File: src/rtl/apb_master_if.sv
// apb_master_if: bundles the command, response and APB completer signals of
// apb_master so that the master and its environment connect through one port.
//   ADDR_W / DATA_W  address and data widths; the byte-strobe width is DATA_W/8
//   master modport   the apb_master view: it receives commands and APB
//                    responses, and it drives the response and APB request.
//   slave modport    the environment view (command source, response sink and
//                    APB completer).
interface apb_master_if #(
  parameter int ADDR_W = 32,
  parameter int DATA_W = 32
);
  // Command channel
  logic                cmd_valid_in;
  logic                cmd_ready_out;
  logic                cmd_write_in;
  logic [ADDR_W-1:0]   cmd_addr_in;
  logic [DATA_W-1:0]   cmd_wdata_in;
  logic [DATA_W/8-1:0] cmd_strb_in;
  // Response channel
  logic                rsp_valid_out;
  logic                rsp_ready_in;
  logic [DATA_W-1:0]   rsp_rdata_out;
  logic                rsp_slverr_out;
  logic                rsp_timeout_out;
  // APB requester side
  logic [ADDR_W-1:0]   apb_addr_out;
  logic                apb_psel_out;
  logic                apb_penable_out;
  logic                apb_write_out;
  logic [DATA_W-1:0]   apb_wdata_out;
  logic [DATA_W/8-1:0] apb_strb_out;
  // APB completer response
  logic                apb_ready_in;
  logic [DATA_W-1:0]   apb_rdata_in;
  logic                apb_slverr_in;

  modport master (
    input  cmd_valid_in, cmd_write_in, cmd_addr_in, cmd_wdata_in, cmd_strb_in,
    output cmd_ready_out,
    output rsp_valid_out, rsp_rdata_out, rsp_slverr_out, rsp_timeout_out,
    input  rsp_ready_in,
    output apb_addr_out, apb_psel_out, apb_penable_out, apb_write_out,
    output apb_wdata_out, apb_strb_out,
    input  apb_ready_in, apb_rdata_in, apb_slverr_in
  );

  modport slave (
    output cmd_valid_in, cmd_write_in, cmd_addr_in, cmd_wdata_in, cmd_strb_in,
    input  cmd_ready_out,
    input  rsp_valid_out, rsp_rdata_out, rsp_slverr_out, rsp_timeout_out,
    output rsp_ready_in,
    input  apb_addr_out, apb_psel_out, apb_penable_out, apb_write_out,
    input  apb_wdata_out, apb_strb_out,
    output apb_ready_in, apb_rdata_in, apb_slverr_in
  );
endinterface

File: src/rtl/apb_master.sv
// apb_master: turns one command at a time into an APB transfer and returns a
// response carrying the read data, the slave error and a timeout flag.
//   apb_clk_in  clock; all state changes on its rising edge
//   apb_rst_in  synchronous active-high reset
//   bus         apb_master_if.master: command in, response out, APB request out
//               and APB completer response in
// Parameters: APB_ADDR_WIDTH, APB_DATA_WIDTH (must match the interface
// instance) and TIMEOUT_CYCLES, the ACCESS wait limit (0 = wait forever).
// Timing: accept at edge 0, SETUP in cycle 1, ACCESS from cycle 2, and RESP in
// the cycle after the completer ready (or the timeout). IDLE follows RESP, so
// one transfer takes at least four cycles.
module apb_master #(
  parameter int APB_ADDR_WIDTH = 32,
  parameter int APB_DATA_WIDTH = 32,
  parameter int TIMEOUT_CYCLES = 16
) (
  input  logic          apb_clk_in,
  input  logic          apb_rst_in,
  apb_master_if.master  bus
);

  typedef enum logic [1:0] {
    IDLE   = 2'd0,
    SETUP  = 2'd1,
    ACCESS = 2'd2,
    RESP   = 2'd3
  } state_t;

  // The last wait count before the timeout fires. It is only used when
  // TIMEOUT_CYCLES is nonzero, so the wrap to all-ones for 0 is harmless.
  localparam logic [15:0] WAIT_LAST = 16'(TIMEOUT_CYCLES - 1);
  localparam bit          TIMEOUT_ON = (TIMEOUT_CYCLES > 0);

  state_t                      state;
  logic [15:0]                 wait_cnt;

  // The command fields that are captured on acceptance. Reads carry zero
  // wdata and strb onto the bus.
  logic [APB_ADDR_WIDTH-1:0]   cmd_addr;
  logic [APB_DATA_WIDTH-1:0]   cmd_wdata;
  logic [APB_DATA_WIDTH/8-1:0] cmd_strb;
  logic                        timeout_hit;

  always_comb begin
    cmd_addr    = bus.cmd_addr_in;
    cmd_wdata   = bus.cmd_write_in ? bus.cmd_wdata_in : '0;
    cmd_strb    = bus.cmd_write_in ? bus.cmd_strb_in  : '0;
    timeout_hit = TIMEOUT_ON && (wait_cnt == WAIT_LAST);
  end

  // NOTE: every output is a flop that is written here with non-blocking
  // assignments. The outputs therefore change only on the clock edge, and the
  // order of the statements inside the block does not matter.
  always_ff @(posedge apb_clk_in) begin
    if (apb_rst_in) begin
      state               <= IDLE;
      wait_cnt            <= '0;
      bus.cmd_ready_out   <= 1'b0;
      bus.rsp_valid_out   <= 1'b0;
      bus.rsp_rdata_out   <= '0;
      bus.rsp_slverr_out  <= 1'b0;
      bus.rsp_timeout_out <= 1'b0;
      bus.apb_addr_out    <= '0;
      bus.apb_psel_out    <= 1'b0;
      bus.apb_penable_out <= 1'b0;
      bus.apb_write_out   <= 1'b0;
      bus.apb_wdata_out   <= '0;
      bus.apb_strb_out    <= '0;
    end else begin
      unique case (state)
        IDLE: begin
          // cmd_ready_out rises one cycle after reset and then stays high
          // until a command is accepted.
          if (bus.cmd_valid_in && bus.cmd_ready_out) begin
            bus.cmd_ready_out   <= 1'b0;
            bus.apb_addr_out    <= cmd_addr;
            bus.apb_write_out   <= bus.cmd_write_in;
            bus.apb_wdata_out   <= cmd_wdata;
            bus.apb_strb_out    <= cmd_strb;
            bus.apb_psel_out    <= 1'b1;
            bus.apb_penable_out <= 1'b0;
            state               <= SETUP;
          end else begin
            bus.cmd_ready_out   <= 1'b1;
          end
        end

        SETUP: begin
          bus.apb_penable_out <= 1'b1;
          wait_cnt            <= '0;
          state               <= ACCESS;
        end

        ACCESS: begin
          // A completer ready wins over a timeout in the same cycle.
          if (bus.apb_ready_in) begin
            bus.apb_psel_out    <= 1'b0;
            bus.apb_penable_out <= 1'b0;
            bus.rsp_slverr_out  <= bus.apb_slverr_in;
            bus.rsp_rdata_out   <= bus.apb_write_out ? '0 : bus.apb_rdata_in;
            bus.rsp_timeout_out <= 1'b0;
            bus.rsp_valid_out   <= 1'b1;
            state               <= RESP;
          end else if (timeout_hit) begin
            bus.apb_psel_out    <= 1'b0;
            bus.apb_penable_out <= 1'b0;
            bus.rsp_slverr_out  <= 1'b1;
            bus.rsp_rdata_out   <= '0;
            bus.rsp_timeout_out <= 1'b1;
            bus.rsp_valid_out   <= 1'b1;
            state               <= RESP;
          end else begin
            wait_cnt <= wait_cnt + 16'd1;
          end
        end

        RESP: begin
          // cmd_ready_out rises only when the response is consumed. A new
          // command can therefore be accepted on the next edge at the
          // earliest, and not on the consuming edge.
          if (bus.rsp_ready_in) begin
            bus.rsp_valid_out <= 1'b0;
            bus.cmd_ready_out <= 1'b1;
            state             <= IDLE;
          end
        end

        default: state <= IDLE;
      endcase
    end
  end

endmodule
File: src/flat_wrapper.sv
// flat-port wrapper written by rule: the top's interface ports become plain ports
module apb_master_flat 
#(
  parameter int APB_ADDR_WIDTH = 32,
  parameter int APB_DATA_WIDTH = 32,
  parameter int TIMEOUT_CYCLES = 16
)
  (apb_clk_in, apb_rst_in, bus_cmd_valid_in, bus_cmd_write_in, bus_cmd_addr_in, bus_cmd_wdata_in, bus_cmd_strb_in, bus_cmd_ready_out, bus_rsp_valid_out, bus_rsp_rdata_out, bus_rsp_slverr_out, bus_rsp_timeout_out, bus_rsp_ready_in, bus_apb_addr_out, bus_apb_psel_out, bus_apb_penable_out, bus_apb_write_out, bus_apb_wdata_out, bus_apb_strb_out, bus_apb_ready_in, bus_apb_rdata_in, bus_apb_slverr_in);
  apb_master_if bus_i ();
  input  logic apb_clk_in;
  input  logic apb_rst_in;
  input wire logic [$bits(bus_i.cmd_valid_in)-1:0] bus_cmd_valid_in;
  input wire logic [$bits(bus_i.cmd_write_in)-1:0] bus_cmd_write_in;
  input wire logic [$bits(bus_i.cmd_addr_in)-1:0] bus_cmd_addr_in;
  input wire logic [$bits(bus_i.cmd_wdata_in)-1:0] bus_cmd_wdata_in;
  input wire logic [$bits(bus_i.cmd_strb_in)-1:0] bus_cmd_strb_in;
  output wire logic [$bits(bus_i.cmd_ready_out)-1:0] bus_cmd_ready_out;
  output wire logic [$bits(bus_i.rsp_valid_out)-1:0] bus_rsp_valid_out;
  output wire logic [$bits(bus_i.rsp_rdata_out)-1:0] bus_rsp_rdata_out;
  output wire logic [$bits(bus_i.rsp_slverr_out)-1:0] bus_rsp_slverr_out;
  output wire logic [$bits(bus_i.rsp_timeout_out)-1:0] bus_rsp_timeout_out;
  input wire logic [$bits(bus_i.rsp_ready_in)-1:0] bus_rsp_ready_in;
  output wire logic [$bits(bus_i.apb_addr_out)-1:0] bus_apb_addr_out;
  output wire logic [$bits(bus_i.apb_psel_out)-1:0] bus_apb_psel_out;
  output wire logic [$bits(bus_i.apb_penable_out)-1:0] bus_apb_penable_out;
  output wire logic [$bits(bus_i.apb_write_out)-1:0] bus_apb_write_out;
  output wire logic [$bits(bus_i.apb_wdata_out)-1:0] bus_apb_wdata_out;
  output wire logic [$bits(bus_i.apb_strb_out)-1:0] bus_apb_strb_out;
  input wire logic [$bits(bus_i.apb_ready_in)-1:0] bus_apb_ready_in;
  input wire logic [$bits(bus_i.apb_rdata_in)-1:0] bus_apb_rdata_in;
  input wire logic [$bits(bus_i.apb_slverr_in)-1:0] bus_apb_slverr_in;
  assign bus_i.cmd_valid_in = bus_cmd_valid_in;
  assign bus_i.cmd_write_in = bus_cmd_write_in;
  assign bus_i.cmd_addr_in = bus_cmd_addr_in;
  assign bus_i.cmd_wdata_in = bus_cmd_wdata_in;
  assign bus_i.cmd_strb_in = bus_cmd_strb_in;
  assign bus_cmd_ready_out = bus_i.cmd_ready_out;
  assign bus_rsp_valid_out = bus_i.rsp_valid_out;
  assign bus_rsp_rdata_out = bus_i.rsp_rdata_out;
  assign bus_rsp_slverr_out = bus_i.rsp_slverr_out;
  assign bus_rsp_timeout_out = bus_i.rsp_timeout_out;
  assign bus_i.rsp_ready_in = bus_rsp_ready_in;
  assign bus_apb_addr_out = bus_i.apb_addr_out;
  assign bus_apb_psel_out = bus_i.apb_psel_out;
  assign bus_apb_penable_out = bus_i.apb_penable_out;
  assign bus_apb_write_out = bus_i.apb_write_out;
  assign bus_apb_wdata_out = bus_i.apb_wdata_out;
  assign bus_apb_strb_out = bus_i.apb_strb_out;
  assign bus_i.apb_ready_in = bus_apb_ready_in;
  assign bus_i.apb_rdata_in = bus_apb_rdata_in;
  assign bus_i.apb_slverr_in = bus_apb_slverr_in;
  apb_master #(.APB_ADDR_WIDTH(APB_ADDR_WIDTH), .APB_DATA_WIDTH(APB_DATA_WIDTH), .TIMEOUT_CYCLES(TIMEOUT_CYCLES)) u_core (.apb_clk_in(apb_clk_in), .apb_rst_in(apb_rst_in), .bus(bus_i));
endmodule
File: config.mk
export PLATFORM = sky130hd
export DESIGN_NAME = apb_master_flat
export DESIGN_NICKNAME = d
export VERILOG_FILES = /design/src/rtl/apb_master_if.sv /design/src/rtl/apb_master.sv /design/src/flat_wrapper.sv
export SDC_FILE = /design/constraint.sdc
export NUM_CORES = 1
export LEC_CHECK = 0
export CAP_MARGIN = 20
export CORE_UTILIZATION = 50
export CTS_CLUSTER_DIAMETER = 60
export DETAILED_ROUTE_END_ITERATION = 10
export DONT_BUFFER_PORTS = 1
export PLACE_DENSITY = 0.77
export SLEW_MARGIN = 20
export SYNTH_ARGS = -nofsm -noshare
export SYNTH_HDL_FRONTEND = slang
export SYNTH_SLANG_ARGS = --single-unit
export TNS_END_PERCENT = 10
File: constraint.sdc
create_clock -name apb_clk_in -period 2.1 [get_ports apb_clk_in]
set_clock_uncertainty 0.1 [all_clocks]
set_input_delay 0.525 -clock apb_clk_in [delete_from_list [all_inputs] [get_ports apb_clk_in]]
set_output_delay 0.525 -clock apb_clk_in [all_outputs]
set_load 0.02 [all_outputs]
==> summary.txt, run 1 <==
Yosys
  • Post-synth net total: roughly 650
  • Yosys reg bits: 125
  • Syn. warnings: 0
  • Mapped Cells: 540
  • Synth cell types: between 40 and 50
  • Ys flop type: dfxtp_1
  • Ys async rst share: 0%
  • Synth Area in Compound Gates: a little over a fifth
  • Post-synth EDFFs: 0
  • Syn Area/Cell: 8.79 µm²
  • Xor/xnor cell area share of the yosys netlist: less than 1%
  • Synth top area cells: dfxtp_1, nand2_1, a21oi_1
  • Synth top area share: between 50% and 60%
  • Simple-Gate Fraction of Synth Area: between 20% and 30%
  • Cell Area, Synth: approximately 4700 µm²
  • Post-synthesis sequential area ratio: a little over half
  • Mux contribution to synthesized area: 0%
  • Post-Synth Adder-Cell Area: around 1.3%
  • Post-synth top area cell: dfxtp_1
  • Largest family of logic cells by synthesized area: compound AO/OA/AOI/OAI gates

Placement
  • Cell area after placement: approximately 5000 µm²
  • Global placer's final weighted congestion: slightly above 0.8
  • DP HPWL: between 7000 and 8000 µm
  • Post-Place Setup Slack: -0.0666 ns
  • Port bufs: 0

Detailed routing
  • DRT antenna net count: 0
  • Vias: between 4,000 and 5,000
  • Avg WL per Cell: 19.1 µm
  • Remaining design rule violation count: 0
  • Initial DRT Pass Iterations: 5
  • Total wire length after detailed routing: ~13,000 µm
  • Vias per inst: about 6
  • Initial drt markers: roughly 170

Final layout
  • Fill count: 722
  • Fin area: a little under 6000 µm²
  • Reg area: about 2500 µm²
  • Diode count: 0
  • Layout cells sized above 1: between 10% and 20%
  • Final #Nets: roughly 680
  • Area Overhead vs Synth: 23.5%
  • Most frequent standard cell in the layout excluding fill and tap cells: dfxtp_1
  • Most frequent cells in the layout: dfxtp_1, nand2_1, a21oi_1, nand3_1, buf_4
  • Area of the multi-input gates: between 2000 and 2500 µm²

CTS
  • Clock Sinks: about 130
  • CTS max path bufs: 2
  • TritonCTS Buffers: 17
  • # H-tree levels: 4
  • Clock Latency Late Sink: around 0.50 ns
  • CTS tree: done
  • Clock root cell: clkbuf_8
  • Reg clk slew, reported paths: ~0.060 ns

Global routing
  • First-pass GRT wire length: 18,700 µm
  • Number of global-route vias before repair: 3,928
  • Total congestion overflow: 0
  • Tot GR Track Use: between 20 and 25%
  • Initial antenna violation count: 0
  • Largest net degree at the start of global routing: 80

Timing
  • Fin. Hold Viols: 0
  • Final min period: about 2.2 ns
  • Final setup fails: 32
  • Final Max Slew Viols: 0
  • Max Clk Rate: around 460 MHz
  • Least-Margin Pin Slew: roughly 0.33 ns
  • RSZ-0062 raised after global routing: yes
  • Relative slew slack: ~78%
  • Final period utilization: 104%
  • Final Worst Setup Slack: -0.0749 ns

Min path
  • Hold Path Origin: apb_rst_in
  • Worst min path class: in2reg

Power and ir drop
  • Power density cells: 1200 nW/µm²
  • Peak supply drop: between 0.6 and 0.7 mV
  • LEAKAGE: between 2 and 2.5 nW

Floorplan
  • Die boundary width: 99.4 µm
  • Initial Utilization: about half
  • Die Area: slightly below 10,000 µm²
  • Row count: 35
  • Core area: around 9000 µm²
  • Die Y: just under 100 µm
  • IO Pins: around 210

Worst setup path
  • Critical path arrival: roughly 2.5 ns
  • Critical Path RT: ~2.4 ns
  • Start point of the critical path: u_core.wait_cnt[8]
  • Critical path endpoint category: flip-flop
  • Crit start category: flip-flop
  • Crit Reg-Reg Startpoint: u_core.wait_cnt[8]
  • Critical Setup Path Class: reg2reg
  • Maximum fanout along the worst path: 32

Run status
  • Failing checks: setup timing
  • Status: finished, violations left

Job
  • Max-cap violations: 0
-- layout make-up --
cell class / count / share of cell area, %
sequential: 125 / 42.7
multi-input combinational: 363 / 35.5
timing repair buffer: 53 / 9.55
clock buffer: 19 / 7.37
tap: 111 / 2.37
clock inverter: 13 / 1.82
inverter: 11 / 0.705
-- routing by layer --
layer	up-vias	global-route usage, %	routed length (µm)
li1	1975	-	-
met3	18	9.35	1110
met1	1998	27.0	5140
met2	202	41.9	6790
met5	-	0	0
met4	0	8.48	231
-- logic make-up after synthesis --
| family | count (synthesis) |
|---|---|
| simple gates | 207 |
| compound gates | 150 |
| flops | 125 |
| buf+inv | 52 |
| fa+ha+maj | 5 |
| xor+xnor | 1 |
-- path summary, 6_finish.rpt --
check	to	cells past startpoint	slack [ns]
worst max-delay path	u_core.bus.rsp_rdata_out[7]	6	-0.07
worst min-delay path	u_core.wait_cnt[12]	1	0.04
worst min register to register	u_core.wait_cnt[15]	2	0.41
worst max register to register	u_core.bus.rsp_rdata_out[7]	6	-0.07
-- synth_stat cells, types with 2 or more instances --
master,count
nor2_1,4
a31oi_1,4
nor2b_1,2
nand3b_1,4
nor4_1,3
or4_1,5
o21ai_0,6
dfxtp_1,125
a22o_1,32
nand4_1,4
o211ai_1,2
nand3_1,45
a31o_2,2
a311oi_1,4
ha_1,5
nand4b_1,4
buf_1,2
nand2_1,113
clkbuf_1,33
nand2b_1,8
o21a_1,3
o41ai_4,2
o31ai_1,2
a21oi_1,84
and3_1,3
buf_2,4
inv_1,11
o311ai_0,2
or3_1,7
nor3_1,3
-- metrics by stage --
stage,util [%],power [mW],hold WS (ns),instances,setup TNS (ns)
6_report,63.7,7.01,0.0352,695,-1.57
5_1_grt,63.7,7.29,0.0103,695,-3.10
4_1_cts,61.9,6.82,0.00658,687,-0.00432
3_5_place_dp,54.6,4.15,0.393,645,-1.44
3_3_place_gp,54.6,4.10,0.361,645,-0.795
2_1_floorplan,-,3.85,0.353,540,0
-- critical path: stages (launching register included) --
cell	delay, ns
dfxtp_1	0.31
or4_4	0.57
buf_6	0.15
o41ai_4	0.36
a21oi_2	0.12
buf_12	0.18
a22o_1	0.24
-- power by group --
group | switching [mW] | internal, mW
Clock | 1.12 | 1.50
Combinational | 0.758 | 0.552
Sequential | 0.451 | 2.62
-- registers in the layout, indices dropped and copies added (netlist names) --
register / cells
u_core.state: 2
u_core.bus.cmd_ready_out: 1
u_core.wait_cnt: 16
u_core.bus.rsp_timeout_out: 1
u_core.bus.rsp_slverr_out: 1
u_core.bus.apb_write_out: 1
u_core.bus.apb_addr_out: 32
u_core.bus.apb_penable_out: 1
u_core.bus.rsp_rdata_out: 32
u_core.bus.apb_psel_out: 1
u_core.bus.apb_wdata_out: 32
u_core.bus.rsp_valid_out: 1
u_core.bus.apb_strb_out: 4
-- timing repair --
action / in CTS / in global routing
hold endpoints to repair: 85 / 1
pin swaps: 3 / 10
resized for setup: 3 / 9
setup buffers: 1 / 3
setup endpoints to repair: 33 / 58
hold buffers: 9 / 1
cloned: 0 / 4
Note: power is estimated with default switching activity, not from simulation.
==> run 2: changes to the inputs <==
Settings changed: CORE_UTILIZATION 50 to 55, PLACE_DENSITY 0.77 to 0.82.
Clock period 2.1 ns to 2 ns, I/O delays scaled along.
==> run 2 against run 1 <==
  * The run ends with hold timing, setup timing left
  * First-iteration DRC count rose by 41%
  * Cell count fell by 1.0%
  * Global-route usage rose by 2.6 points
  * Setup slack improved by 0.0085 ns
  * Non-clock buffer count fell by 1
  * Flip-flop and latch count did not move
  * Critical path type unchanged
  * Critical endpoint is now u_core.bus.rsp_rdata_out[25]
==> summary.txt, run 2 (synthesis results as in run 1) <==
Worst setup path
  • Crit Reg-Reg Startpoint: u_core.wait_cnt[12]
  • FF-to-FF End: u_core.bus.rsp_rdata_out[25]
  • R2R setup slack: -0.07 ns (about the same)
  • Critical path arrival: 2.36 ns (-0.10 ns)
  • Maximum fanout along the worst path: 32 (unchanged)
  • Critical Path RT: 2.29 ns (-0.10 ns)
  • Crit start category: flip-flop
  • Critical path endpoint category: flip-flop
  • Worst R2R Path Depth: 6 (unchanged)
  • Critical Setup Path Class: reg2reg

CTS
  • # H-tree levels: 4 (unchanged)
  • Clock Latency Late Sink: 0.50 ns (about the same)
  • Clock Sinks: 125 (unchanged)
  • Clock root cell: clkbuf_8
  • Reg clk slew, reported paths: 0.06 ns (about the same)
  • TritonCTS Buffers: 17 (unchanged)
  • CTS tree: done
  • CTS max path bufs: 2 (unchanged)

Floorplan
  • Die Y: 94.9 µm (-4.6%)
  • Row count: 33 (-5.7%)
  • Die Area: 9000 µm² (-8.9%)
  • Core area: 8300 µm² (-9.8%)
  • IO Pins: 214 (unchanged)
  • Die boundary width: 94.9 µm (-4.6%)
  • Initial Utilization: 57.2% (+5.6 points)

Timing
  • Final Worst Setup Slack: -0.0663 ns (+0.00854 ns)
  • Least-Margin Pin Slew: 0.427 ns (+0.0941 ns)
  • Final period utilization: 103% (-0.25 points)
  • Final min period: 2.07 ns (-0.109 ns)
  • Final Max Slew Viols: 0 (unchanged)
  • Fin Setup TNS: -1.04 ns (+0.528 ns)
  • Max Clk Rate: 484 MHz (+5.3%)
  • RSZ-0062 raised after global routing: yes
  • Fin. Hold Viols: 86 (+86)
  • Relative slew slack: 71.1% (-6.4 points)
  • Worst hold margin: -0.0556 ns (-0.0908 ns)
  • Final setup fails: 45 (+41%)

Detailed routing
  • Remaining design rule violation count: 0 (unchanged)
  • Vias per inst: 6.05 (+0.32%)
  • Avg WL per Cell: 18.3 µm (-4.0%)
  • Initial drt markers: 236 (+41%)
  • Total wire length after detailed routing: 12,600 µm (-5.0%)
  • Vias: 4,164 (-0.69%)
  • Initial DRT Pass Iterations: 5 (unchanged)
  • DRT antenna net count: 0 (unchanged)

Run status
  • Failing checks: hold timing, setup timing
  • Status: finished, violations left

Placement
  • Global placer's final weighted congestion: 0.827 (about the same)
  • Post-Place Setup Slack: -0.0903 ns (-0.0237 ns)
  • Port bufs: 0 (unchanged)
  • DP HPWL: 8140 µm (+4.3%)
  • Placed Cells: 644 (-0.16%)

Global routing
  • Number of global-route vias before repair: 3,900 (-0.71%)
  • Initial antenna violation count: 0 (unchanged)
  • First-pass GRT wire length: 18,500 µm (-1.6%)
  • Tot GR Track Use: 26.8% (+2.6 points)
  • Total congestion overflow: 0 (unchanged)
  • Largest net degree at the start of global routing: 97 (+21%)

Final layout
  • Most frequent standard cell in the layout excluding fill and tap cells: dfxtp_1
  • Diode count: 0 (unchanged)
  • Top Registers: u_core.bus.apb_addr_out (32), u_core.bus.apb_wdata_out (32), u_core.bus.rsp_rdata_out (32)
  • Final #Nets: 682 (-0.15%)
  • Area Overhead vs Synth: 24.9%
  • Final Instance Count excl. Fillers: 688 (-1.0%)
  • Final core utilization: 71.4% (+7.7 points)
  • Layout cells sized above 1: 18.9% (+3.3 points)
  • Most frequent cells in the layout: dfxtp_1, nand2_1, a21oi_1, nand3_1, buf_4

Power and ir drop
  • LEAKAGE: 2.09 nW (about the same)
  • Peak supply drop: 0.900 mV (+34%)
  • Power density cells: 1270 nW/µm² (+6.0%)

Min path
  • Hold Path Origin: apb_rst_in
  • Hold EP: u_core.wait_cnt[1]
  • Hold Path Cell Cnt: 1 (unchanged)
  • Worst min path class: in2reg

Job
  • Max-cap violations: 0 (unchanged)
[run 2: changes by cell type in the layout (fill, tap and decap cells not counted), moves of 3 or more]
cell       change
buf_12         +3
a21oi_1        -3
clkbuf_16      -3
ha_1           -3
a21oi_2        +3
dfxtp_1        -4
dfxtp_2        +4
[run 2: how the worst max path moves through the flow]
stage | from | endpoint | slack (ns)
finish | u_core.wait_cnt[12] | u_core.bus.rsp_rdata_out[25] | -0.07
global route | u_core.wait_cnt[8] | u_core.wait_cnt[3] | -0.14
CTS | u_core.wait_cnt[12] | u_core.wait_cnt[3] | -0.04
detailed placement | u_core.wait_cnt[15] | u_core.bus.rsp_rdata_out[23] | -0.09
global placement | u_core.wait_cnt[15] | u_core.bus.rsp_rdata_out[2] | -0.05
floorplan | u_core.wait_cnt[7] | u_core.bus.rsp_rdata_out[0] | 0.01
[run 2: report_power, final]
| part | total [mW] | internal, mW | leakage (nW) | switching (mW) |
|---|---|---|---|---|
| Sequential | 3.23 | 2.75 | 1.01 | 0.477 |
| Clock | 3.04 | 1.87 | 0.284 | 1.17 |
| Combinational | 1.25 | 0.518 | 0.792 | 0.729 |
[run 2: metrics by stage]
stage	total power [mW]	instance area, µm²
floorplan	4.05	4760
global placement	4.35	5100
detailed placement	4.42	5100
CTS	7.46	5800
global route	7.81	5930
finish	7.51	5930
[run 2: area by class of cell]
type,instances,area [µm²]
clock inverters,13,155
repair buffers,52,515
well taps,105,131
clock buffers,19,442
multi-input cells,363,2130
inverters,11,41.3
flip-flops and latches,125,2510
fillers,600,2370
[run 2: routing by layer]
layer	global-route usage (%)	share of wire [%]
met5	0	0
met4	12.8	2.2
met3	8.78	8.1
met2	45.7	52
met1	30.0	38
[run 2: repair_timing]
action | CTS | global route
endpoints found under the hold margin | 93 | 89
hold buffers | 5 | 2
endpoints found under the setup margin | 45 | 51
pin swaps | 10 | 39
resized for setup | 8 | 18
buffers inserted | 2 | 3
cloned | 0 | 1
[run 2: worst max-delay path, stage by stage (launching register included)]
cell and delay (ns):
dfxtp_2 0.32, or4_4 0.57, buf_12 0.15, o41ai_4 0.26, a21oi_2 0.12, buf_12 0.18
a22o_1 0.25
